**src/rtl/mem_req_arbiter.sv**
```systemverilog
// ---------------------------------------------------------------------------
// mem_req_arbiter
//   Upstream stage of the address interpreter. Arbitrates the CPU fetch port
//   (read-only) and data port (read/write) onto one ren/wen/addr/ack memory
//   handshake. The granted request is registered, and addr/wdata stay stable
//   for the whole transaction, including the ack-release phase. A watchdog
//   re-issues requests that never ack. After MAX_RETRIES re-issues the request
//   is abandoned and completes with err.
//
// Parameters
//   TIMEOUT_CYCLES  cycles in M_REQ without m_ack before a retry (1..255)
//   MAX_RETRIES     retries before the request is abandoned
//
// Build option
//   MEM_REQ_ARB_RR_EN  defined   : round-robin between fetch and data
//                      undefined : fixed priority, data over fetch
//
// Ports
//   clk, rst            clock; asynchronous active-high reset
//   i_req/i_addr        fetch request (level) and address
//   i_done/i_rdata      fetch completion pulse and read data
//   d_req/d_we/d_addr/d_wdata  data request (level), direction, addr, wdata
//   d_done/d_rdata      data completion pulse and read data (0 for writes)
//   m_ren/m_wen         read / write request to the interpreter
//   m_addr/m_wdata      registered address / write data of the granted request
//   m_ack/m_rdata       interpreter acknowledge and read data
//   err                 pulses with done when a request is abandoned
// ---------------------------------------------------------------------------
`timescale 1ns/1ps

module mem_req_arbiter #(
    parameter int unsigned TIMEOUT_CYCLES = 255,
    parameter int unsigned MAX_RETRIES    = 3
) (
    input  logic        clk,
    input  logic        rst,
    input  logic        i_req,
    input  logic [31:0] i_addr,
    output logic        i_done,
    output logic [31:0] i_rdata,
    input  logic        d_req,
    input  logic        d_we,
    input  logic [31:0] d_addr,
    input  logic [31:0] d_wdata,
    output logic        d_done,
    output logic [31:0] d_rdata,
    output logic        m_ren,
    output logic        m_wen,
    output logic [31:0] m_addr,
    output logic [31:0] m_wdata,
    input  logic        m_ack,
    input  logic [31:0] m_rdata,
    output logic        err
);

    localparam logic [7:0] TMO_LAST  = 8'(TIMEOUT_CYCLES - 1);
    localparam logic [7:0] RETRY_MAX = 8'(MAX_RETRIES);

    typedef enum logic [1:0] {
        IDLE      = 2'd0,
        M_REQ     = 2'd1,
        M_RETRY   = 2'd2,
        M_RELEASE = 2'd3
    } state_t;

    state_t      r_state,   w_state_nxt;
    logic        r_ren,     w_ren_nxt;
    logic        r_wen,     w_wen_nxt;
    logic        r_we,      w_we_nxt;
    logic        r_owner_d, w_owner_d_nxt;
    logic [31:0] r_addr,    w_addr_nxt;
    logic [31:0] r_wdata,   w_wdata_nxt;
    logic [7:0]  r_tcnt,    w_tcnt_nxt;
    logic [7:0]  r_retry,   w_retry_nxt;
    logic        r_i_done,  w_i_done_nxt;
    logic        r_d_done,  w_d_done_nxt;
    logic        r_err,     w_err_nxt;
    logic [31:0] r_rdata,   w_rdata_nxt;

    logic        w_any_req;
    logic        w_grant_d;
    logic        w_timeout;

    assign w_any_req = i_req | d_req;
    assign w_timeout = (r_tcnt == TMO_LAST);

`ifdef MEM_REQ_ARB_RR_EN
    // Set after a data grant so the next collision goes to fetch.
    logic r_rr_prefer_i;

    always_ff @(posedge clk or posedge rst) begin
        if (rst) begin
            r_rr_prefer_i <= 1'b0;
        end else if (r_state == IDLE && w_any_req) begin
            r_rr_prefer_i <= w_grant_d;
        end
    end

    assign w_grant_d = d_req & (~i_req | ~r_rr_prefer_i);
`else
    assign w_grant_d = d_req;
`endif

    // State and datapath registers
    always_ff @(posedge clk or posedge rst) begin
        if (rst) begin
            r_state   <= IDLE;
            r_ren     <= 1'b0;
            r_wen     <= 1'b0;
            r_we      <= 1'b0;
            r_owner_d <= 1'b0;
            r_addr    <= '0;
            r_wdata   <= '0;
            r_tcnt    <= '0;
            r_retry   <= '0;
            r_i_done  <= 1'b0;
            r_d_done  <= 1'b0;
            r_err     <= 1'b0;
            r_rdata   <= '0;
        end else begin
            r_state   <= w_state_nxt;
            r_ren     <= w_ren_nxt;
            r_wen     <= w_wen_nxt;
            r_we      <= w_we_nxt;
            r_owner_d <= w_owner_d_nxt;
            r_addr    <= w_addr_nxt;
            r_wdata   <= w_wdata_nxt;
            r_tcnt    <= w_tcnt_nxt;
            r_retry   <= w_retry_nxt;
            r_i_done  <= w_i_done_nxt;
            r_d_done  <= w_d_done_nxt;
            r_err     <= w_err_nxt;
            r_rdata   <= w_rdata_nxt;
        end
    end

    // Next-state and next-output logic
    always_comb begin
        w_state_nxt   = r_state;
        w_ren_nxt     = r_ren;
        w_wen_nxt     = r_wen;
        w_we_nxt      = r_we;
        w_owner_d_nxt = r_owner_d;
        w_addr_nxt    = r_addr;
        w_wdata_nxt   = r_wdata;
        w_tcnt_nxt    = r_tcnt;
        w_retry_nxt   = r_retry;
        w_i_done_nxt  = 1'b0;
        w_d_done_nxt  = 1'b0;
        w_err_nxt     = 1'b0;
        w_rdata_nxt   = r_rdata;

        case (r_state)
            IDLE: begin
                if (w_any_req) begin
                    w_owner_d_nxt = w_grant_d;
                    if (w_grant_d) begin
                        w_we_nxt    = d_we;
                        w_addr_nxt  = d_addr;
                        w_wdata_nxt = d_wdata;
                        w_ren_nxt   = ~d_we;
                        w_wen_nxt   = d_we;
                    end else begin
                        w_we_nxt    = 1'b0;
                        w_addr_nxt  = i_addr;
                        w_wdata_nxt = '0;
                        w_ren_nxt   = 1'b1;
                        w_wen_nxt   = 1'b0;
                    end
                    w_tcnt_nxt  = '0;
                    w_retry_nxt = '0;
                    w_state_nxt = M_REQ;
                end
            end

            M_REQ: begin
                // An ack arriving on the timeout cycle still completes normally.
                if (m_ack) begin
                    w_ren_nxt    = 1'b0;
                    w_wen_nxt    = 1'b0;
                    w_rdata_nxt  = r_we ? '0 : m_rdata;
                    w_i_done_nxt = ~r_owner_d;
                    w_d_done_nxt = r_owner_d;
                    w_state_nxt  = M_RELEASE;
                end else if (w_timeout) begin
                    w_ren_nxt = 1'b0;
                    w_wen_nxt = 1'b0;
                    if (r_retry == RETRY_MAX) begin
                        w_rdata_nxt  = '0;
                        w_i_done_nxt = ~r_owner_d;
                        w_d_done_nxt = r_owner_d;
                        w_err_nxt    = 1'b1;
                        w_state_nxt  = M_RELEASE;
                    end else begin
                        w_retry_nxt = r_retry + 8'd1;
                        w_state_nxt = M_RETRY;
                    end
                end else begin
                    w_tcnt_nxt = r_tcnt + 8'd1;
                end
            end

            M_RETRY: begin
                // One idle cycle on the bus, then the same request again.
                w_ren_nxt   = ~r_we;
                w_wen_nxt   = r_we;
                w_tcnt_nxt  = '0;
                w_state_nxt = M_REQ;
            end

            M_RELEASE: begin
                if (!m_ack) begin
                    w_state_nxt = IDLE;
                end
            end

            default: w_state_nxt = IDLE;
        endcase
    end

    assign m_ren   = r_ren;
    assign m_wen   = r_wen;
    assign m_addr  = r_addr;
    assign m_wdata = r_wdata;
    assign i_done  = r_i_done;
    assign d_done  = r_d_done;
    assign err     = r_err;
    assign i_rdata = {32{r_i_done}} & r_rdata;
    assign d_rdata = {32{r_d_done}} & r_rdata;

endmodule

```
**config.mk**
```make
export PLATFORM = sky130hd
export DESIGN_NAME = mem_req_arbiter
export DESIGN_NICKNAME = d
export VERILOG_FILES = /design/src/rtl/mem_req_arbiter.sv
export SDC_FILE = /design/constraint.sdc
export NUM_CORES = 1
export LEC_CHECK = 0
export CELL_PAD_IN_SITES_DETAIL_PLACEMENT = 1
export CELL_PAD_IN_SITES_GLOBAL_PLACEMENT = 2
export CORE_MARGIN = 2
export CORE_UTILIZATION = 26
export CTS_CLUSTER_SIZE = 8
export DETAILED_ROUTE_END_ITERATION = 10
export HOLD_SLACK_MARGIN = 0.06
export PLACE_DENSITY_LB_ADDON = 0.12
export SYNTH_ARGS = -nofsm -noshare
export SYNTH_HDL_FRONTEND = slang
export SYNTH_SLANG_ARGS = --single-unit
export TNS_END_PERCENT = 5
```
**constraint.sdc**
```tcl
create_clock -name clk -period 8.35 [get_ports clk]
set_clock_uncertainty 0.15 [all_clocks]
set_input_delay 0.835 -clock clk [delete_from_list [all_inputs] [get_ports clk]]
set_output_delay 0.835 -clock clk [all_outputs]
set_load 0.05 [all_outputs]
```
Word-level counts from Yosys, hierarchy flattened
Cells that the tools add are included.
{ "totals": {"output_inout_bits": 133, "regBits": 121, "inputBits": 134, "word_cells": 84} }
{ "classes": {"n_addsub": 2, "mux": 40, "reduce_logical": 11, "bitwise": 6, "n_eq_ne": 12} }
{ "ops": {"columns": ["cell", "count"], "rows": [
  ["2-to-1 mux 32 bit", 6],
  ["bitwise AND 32 bit", 2],
  ["2-to-1 mux 8 bit", 6],
  ["one-hot mux 8 bit (3 select lines)", 1],
  ["2-to-1 mux 1 bit", 19],
  ["adder 8 x 1 -> 8 bit, second input constant", 2],
  ["one-hot mux 8 bit (2 select lines)", 1],
  ["!= test 2 bit, second input constant", 6],
  ["AND reduction 3 bit", 3],
  ["== test 8 x 2 -> 1 bit, second input constant", 1],
  ["== test 8 bit, second input constant", 1],
  ["2-to-1 mux 2 bit", 4],
  ["one-hot mux 2 bit (4 select lines)", 1],
  ["one-hot mux 1 bit (3 select lines)", 2],
  ["nonzero test 2 bit", 3],
  ["AND reduction 5 bit", 1],
  ["== test 2 bit, second input constant", 2],
  ["AND reduction 4 bit", 1],
  ["!= test 3 bit, second input constant", 1],
  ["NOT 1 bit", 3],
  ["nonzero test 3 bit", 1],
  ["== test 2 x 1 -> 1 bit, second input constant", 1],
  ["logical NOT 2 bit", 1],
  ["AND reduction 2 bit", 1],
  ["OR 1 bit", 1]
]} }

Depth between registers and ports, before layout
{ "depth": {"ltp_word": 5, "mapped_depth": 8, "depth_no_buf": 6} }

Worst setup path after synthesis
No wires, ideal clock.
{ "synth_timing": {"path_type": "reg-to-output", "startpoint": "register r_d_done, in the netlist d_done", "endpoint": "output d_rdata[10]", "t_required_ns": 7.365, "setup_slack_ns": 6.015, "path_buffers": 1, "t_arrival_ns": 1.350, "path_stages_with_launch": 3, "path_cell_list": "dfrtp_1 clkbuf_1 and2_1"} }
{ "synth_between": {"elab_chain_len": 1} }
{ "synth_lines": {"columns": ["element", "line_no", "rtl"], "rows": [
  ["from (decl)", "76", "logic r_d_done, w_d_done_nxt;"],
  ["from (signal assigned)", "131", "r_d_done <= w_d_done_nxt;"],
  ["bitwise AND 32 bit", "229", "assign d_rdata = {32{r_d_done}} & r_rdata;"],
  ["to (decl)", "46", "output logic [31:0] d_rdata,"]
]} }
No other way between the ends.

Worst setup path after layout
{ "layout_timing": {"startpoint": "register r_state[1]", "endpoint": "register r_rdata[23]"} }
{ "layout_between": {"elab_chain_len": 2} }
{ "layout_lines": {"columns": ["element", "line_no", "rtl"], "rows": [
  ["from (decl)", "66", "state_t r_state, w_state_nxt;"],
  ["from (signal assigned)", "121", "r_state <= w_state_nxt;"],
  ["== test 2 x 1 -> 1 bit", "153", "case (r_state)"],
  ["AND reduction 3 bit (no source line)", null, null],
  ["to (signal assigned)", "133", "r_rdata <= w_rdata_nxt;"],
  ["to (decl)", "78", "logic [31:0] r_rdata, w_rdata_nxt;"]
]} }
No other way between the ends.
A chain may end at the register's enable or synchronous reset.

==> PnR_summary.wiki <==
{| class="wikitable"
! Metric !! Value
|-
| Worst slew margin || 0.3427
|-
| Required time worst endpoint || 8.53 ns
|-
| Nature of the critical path endpoint || flop
|-
| Routed WL || 20.09 mm
|-
| I/O pin cnt || 267
|-
| Crit path arrival time || 3.82 ns
|-
| Number of inserted diodes || 0
|-
| Startpoint types || flop
|-
| Antenna violations before repair || 0
|-
| Setup repair after global routing missed its margin || false
|-
| Critical path class || flop to flop
|-
| Mapped cell area || 0.006032 sq mm
|-
| Stages on the worst setup path || 6
|-
| Number of distinct library cells after synthesis || 47
|-
| Least-Margin Pin Slew || 0.9859 ns
|-
| Global-route usage over all layers || 0.1700
|-
| Standard cell with the maximum stage delay on the critical path || sky130_fd_sc_hd__o31ai_4
|-
| Biggest fanout along the worst timing path || 19
|-
| Top cell type's share of synthesized area || 0.5020
|-
| Number of storage elements in the synthesis netlist || 121
|-
| # hold bufs at CTS || 0
|-
| Syn avg cell area || 9.352 sq um
|-
| Synthesis-to-layout area growth || 57.33%
|-
| Clk slew on worst S/H paths || 0.06 ns
|-
| Placeable Area || 0.02271 sq mm
|-
| Number of search-and-repair iterations in the first detailed-routing pass || 4
|-
| Residual antenna-violating net count after detailed routing || 0
|-
| Static Leakage || 4.169 nW
|-
| # nets final || 1034
|-
| Achievable clock frequency || 274.1 MHz
|-
| Number of gates given a new drive strength after cts || 0
|-
| Most frequent cells after synthesis || 144 x sky130_fd_sc_hd__nand2_1, 121 x sky130_fd_sc_hd__dfrtp_1, 68 x sky130_fd_sc_hd__mux2i_1
|-
| Average vias per placed instance || 4.525
|-
| Longest individual stage delay on the worst path || 0.96 ns
|-
| Number of buffers created by CTS || 17
|-
| Cell row count || 55
|-
| First-pass GRT wire length || 32.35 mm
|-
| Max-cap violations || 0
|-
| Routed via count || 5385
|-
| Library cell occupying the most area in the post-synthesis netlist || sky130_fd_sc_hd__dfrtp_1
|-
| Clock period minus worst slack || 3.648 ns
|-
| Run status || finished, final reports clean
|-
| Net count after synthesis || 787
|-
| Cell family with most CP delay || compound AO/OA/AOI/OAI gates
|-
| Leading cell type by number of instances after synthesis || sky130_fd_sc_hd__nand2_1
|-
| Areal power density over the cells || 372.3 mW/mm^2
|-
| Hold violation total from the final report || 0
|-
| H-tree levels || 4
|-
| Clock tree from TritonCTS || built
|-
| Die Y || 156.3 um
|-
| Starting DRC count in detailed routing || 268
|-
| Post-layout utilization of the core || 0.4179
|-
| Buffer levels on the longest clock path || 2
|-
| Cells traversed along the worst timing path || inv_1, ha_1, nand4_1, o31ai_4, buf_4, mux2i_1
|-
| Remaining global-route overflow || 0
|-
| Root Buffer Master || sky130_fd_sc_hd__clkbuf_16
|-
| Via count of the first global-routing pass || 5882
|-
| Total of fill cells in the finished design || 2564
|-
| Maximum VDD drop || 0.1759 mV
|-
| Ratio of final minimum period to clock period || 0.4369
|-
| Depth of the worst register-to-register path || 6
|-
| Average wire per standard cell || 16.88 um
|-
| Fraction of layout instances using a drive strength above 1 || 0.04641
|-
| Leading register cell type out of synthesis || sky130_fd_sc_hd__dfrtp_1
|-
| Depth of the worst hold-timing path || 1
|-
| Count of flip-flops with a built-in enable after synthesis || 0
|-
| Die width || 156.3 um
|-
| YS warnings || 0
|-
| Initial core utilization || 0.2656
|-
| DRC violation count after routing || 0
|-
| Class of the most critical hold timing path || flop to flop
|-
| Cells after synthesis || 645
|-
| Count of buffers inserted at the top-level ports || 266
|-
| DP Wirelength || 14.69 mm
|-
| Setup TNS || 0 ns
|-
| Cell types occupying the most area after synthesis || sky130_fd_sc_hd__dfrtp_1 50%, sky130_fd_sc_hd__mux2i_1 11%, sky130_fd_sc_hd__nand2_1 9.0%
|-
| Setup Viol. Count Final || 0
|-
| Clock latency of the later-clocked register in the worst-skew pair || 0.41 ns
|-
| CP bufs+invs || 2
|-
| Routability congestion estimate from global placement || 0.7284
|-
| CTS sink count || 121
|-
| Setup repair bufs after CTS || 0
|-
| Pin count of the biggest net entering global routing || 70
|-
| Area of the die || 0.02443 sq mm
|-
| Synth async-reset ratio || 1.000
|-
| Share of synthesized area occupied by flip-flops and latches || 0.5020
|-
| Final Slew Violations || 0
|}
[cells by family (layout without fill, tap and decap cells)]
family                     after synthesis  in the layout  share of synthesized area
adders and majority gates                8              8                    0.01659
xor gates and xnor gates                 1              1                   0.001452
DFF                                    121            121                     0.5020
and+or+nand+nor                        295            295                     0.2385
AOI/OAI and AO/OA                       65             65                    0.06700
buffers and inverters                   85            345                    0.05787
muxes                                   70             70                     0.1166
[routing by layer]
metal	routed length [um]	GRT usage	share of wire	up-vias
met3	1772	0.07062	0.088	16
met2	9825	0.2931	0.49	181
met1	8232	0.1935	0.41	2563
met5	0	0	0	-
li1	-	-	-	2625
met4	255	0.04718	0.013	0
[worst paths after layout]
check | startpoint | to | slack (ns)
setup / recovery | r_state[1] | r_rdata[23] | 4.70
max in group asynchronous | rst | m_wdata[20] | 5.92
setup reg to reg | r_state[1] | r_rdata[23] | 4.70
hold / removal | r_owner_d | i_done | 0.30
min in group asynchronous | rst | r_rdata[6] | 0.76
hold reg to reg | r_owner_d | i_done | 0.30
[state kept, by name, indices dropped and copies added (netlist names)]
register	count
r_retry	8
m_addr	32
r_tcnt	8
i_done	1
m_wdata	32
m_ren	1
err	1
m_wen	1
d_done	1
r_owner_d	1
r_we	1
r_rdata	32
r_state	2
[worst register-to-register path: stages, from the launching register on]
cell and delay [ns]:
sky130_fd_sc_hd__dfrtp_1 0.42, sky130_fd_sc_hd__inv_1 0.13, sky130_fd_sc_hd__ha_1 0.59, sky130_fd_sc_hd__nand4_1 0.60, sky130_fd_sc_hd__o31ai_4 0.96, sky130_fd_sc_hd__buf_4 0.46, sky130_fd_sc_hd__mux2i_1 0.25
[layout by cell type (no fill, tap or decap), types with 3 or more instances in the layout]
master / instances
sky130_fd_sc_hd__a41oi_1: 3
sky130_fd_sc_hd__nand2_1: 144
sky130_fd_sc_hd__o21ai_1: 6
sky130_fd_sc_hd__a21oi_1: 3
sky130_fd_sc_hd__nand3_1: 46
sky130_fd_sc_hd__bufinv_16: 3
sky130_fd_sc_hd__or3_1: 3
sky130_fd_sc_hd__nand4_1: 6
sky130_fd_sc_hd__inv_1: 41
sky130_fd_sc_hd__clkbuf_1: 5
sky130_fd_sc_hd__buf_4: 5
sky130_fd_sc_hd__nand2b_1: 3
sky130_fd_sc_hd__clkinv_2: 5
sky130_fd_sc_hd__and3_1: 3
sky130_fd_sc_hd__nor2_1: 7
sky130_fd_sc_hd__clkdlybuf4s50_1: 265
sky130_fd_sc_hd__o21ai_0: 33
sky130_fd_sc_hd__ha_1: 7
sky130_fd_sc_hd__clkbuf_16: 17
sky130_fd_sc_hd__and2_1: 66
sky130_fd_sc_hd__mux2i_1: 68
sky130_fd_sc_hd__nor3_1: 3
sky130_fd_sc_hd__dfrtp_1: 121
sky130_fd_sc_hd__or4_1: 3
sky130_fd_sc_hd__o211ai_1: 6
[power by group]
part           internal, mW  leakage [nW]  switching, mW
sequential            0.837          1.56          0.186
combinational         0.584          2.32           1.19
clock                 0.475         0.285          0.264
[per-stage QoR]
step	hold slack, ns	instances	instance area (sq um)	setup slack (ns)	power (mW)
5_1_grt	0.3328	1190	9490	4.341	3.760
6_report	0.3000	1190	9490	4.702	3.534
3_5_place_dp	0.2987	1158	8910	4.702	2.834
4_1_cts	0.3119	1190	9490	4.656	3.595
2_1_floorplan	0.2661	645	6032	4.151	2.155
3_3_place_gp	0.2832	1158	8910	4.896	2.781
[cell type report]
| class | instances | area, sq um | share of cell area |
|---|---|---|---|
| multi-input cells | 439 | 2671 | 0.2815 |
| clock buffers | 23 | 457.9 | 0.04825 |
| inverters | 43 | 163.9 | 0.01727 |
| clock inverters | 9 | 122.6 | 0.01292 |
| repair buffers | 270 | 2690 | 0.2835 |
| well taps | 285 | 356.6 | 0.03757 |
| flip-flops and latches | 121 | 3028 | 0.3191 |
No activity file was read; power rests on OpenSTA's default activity.
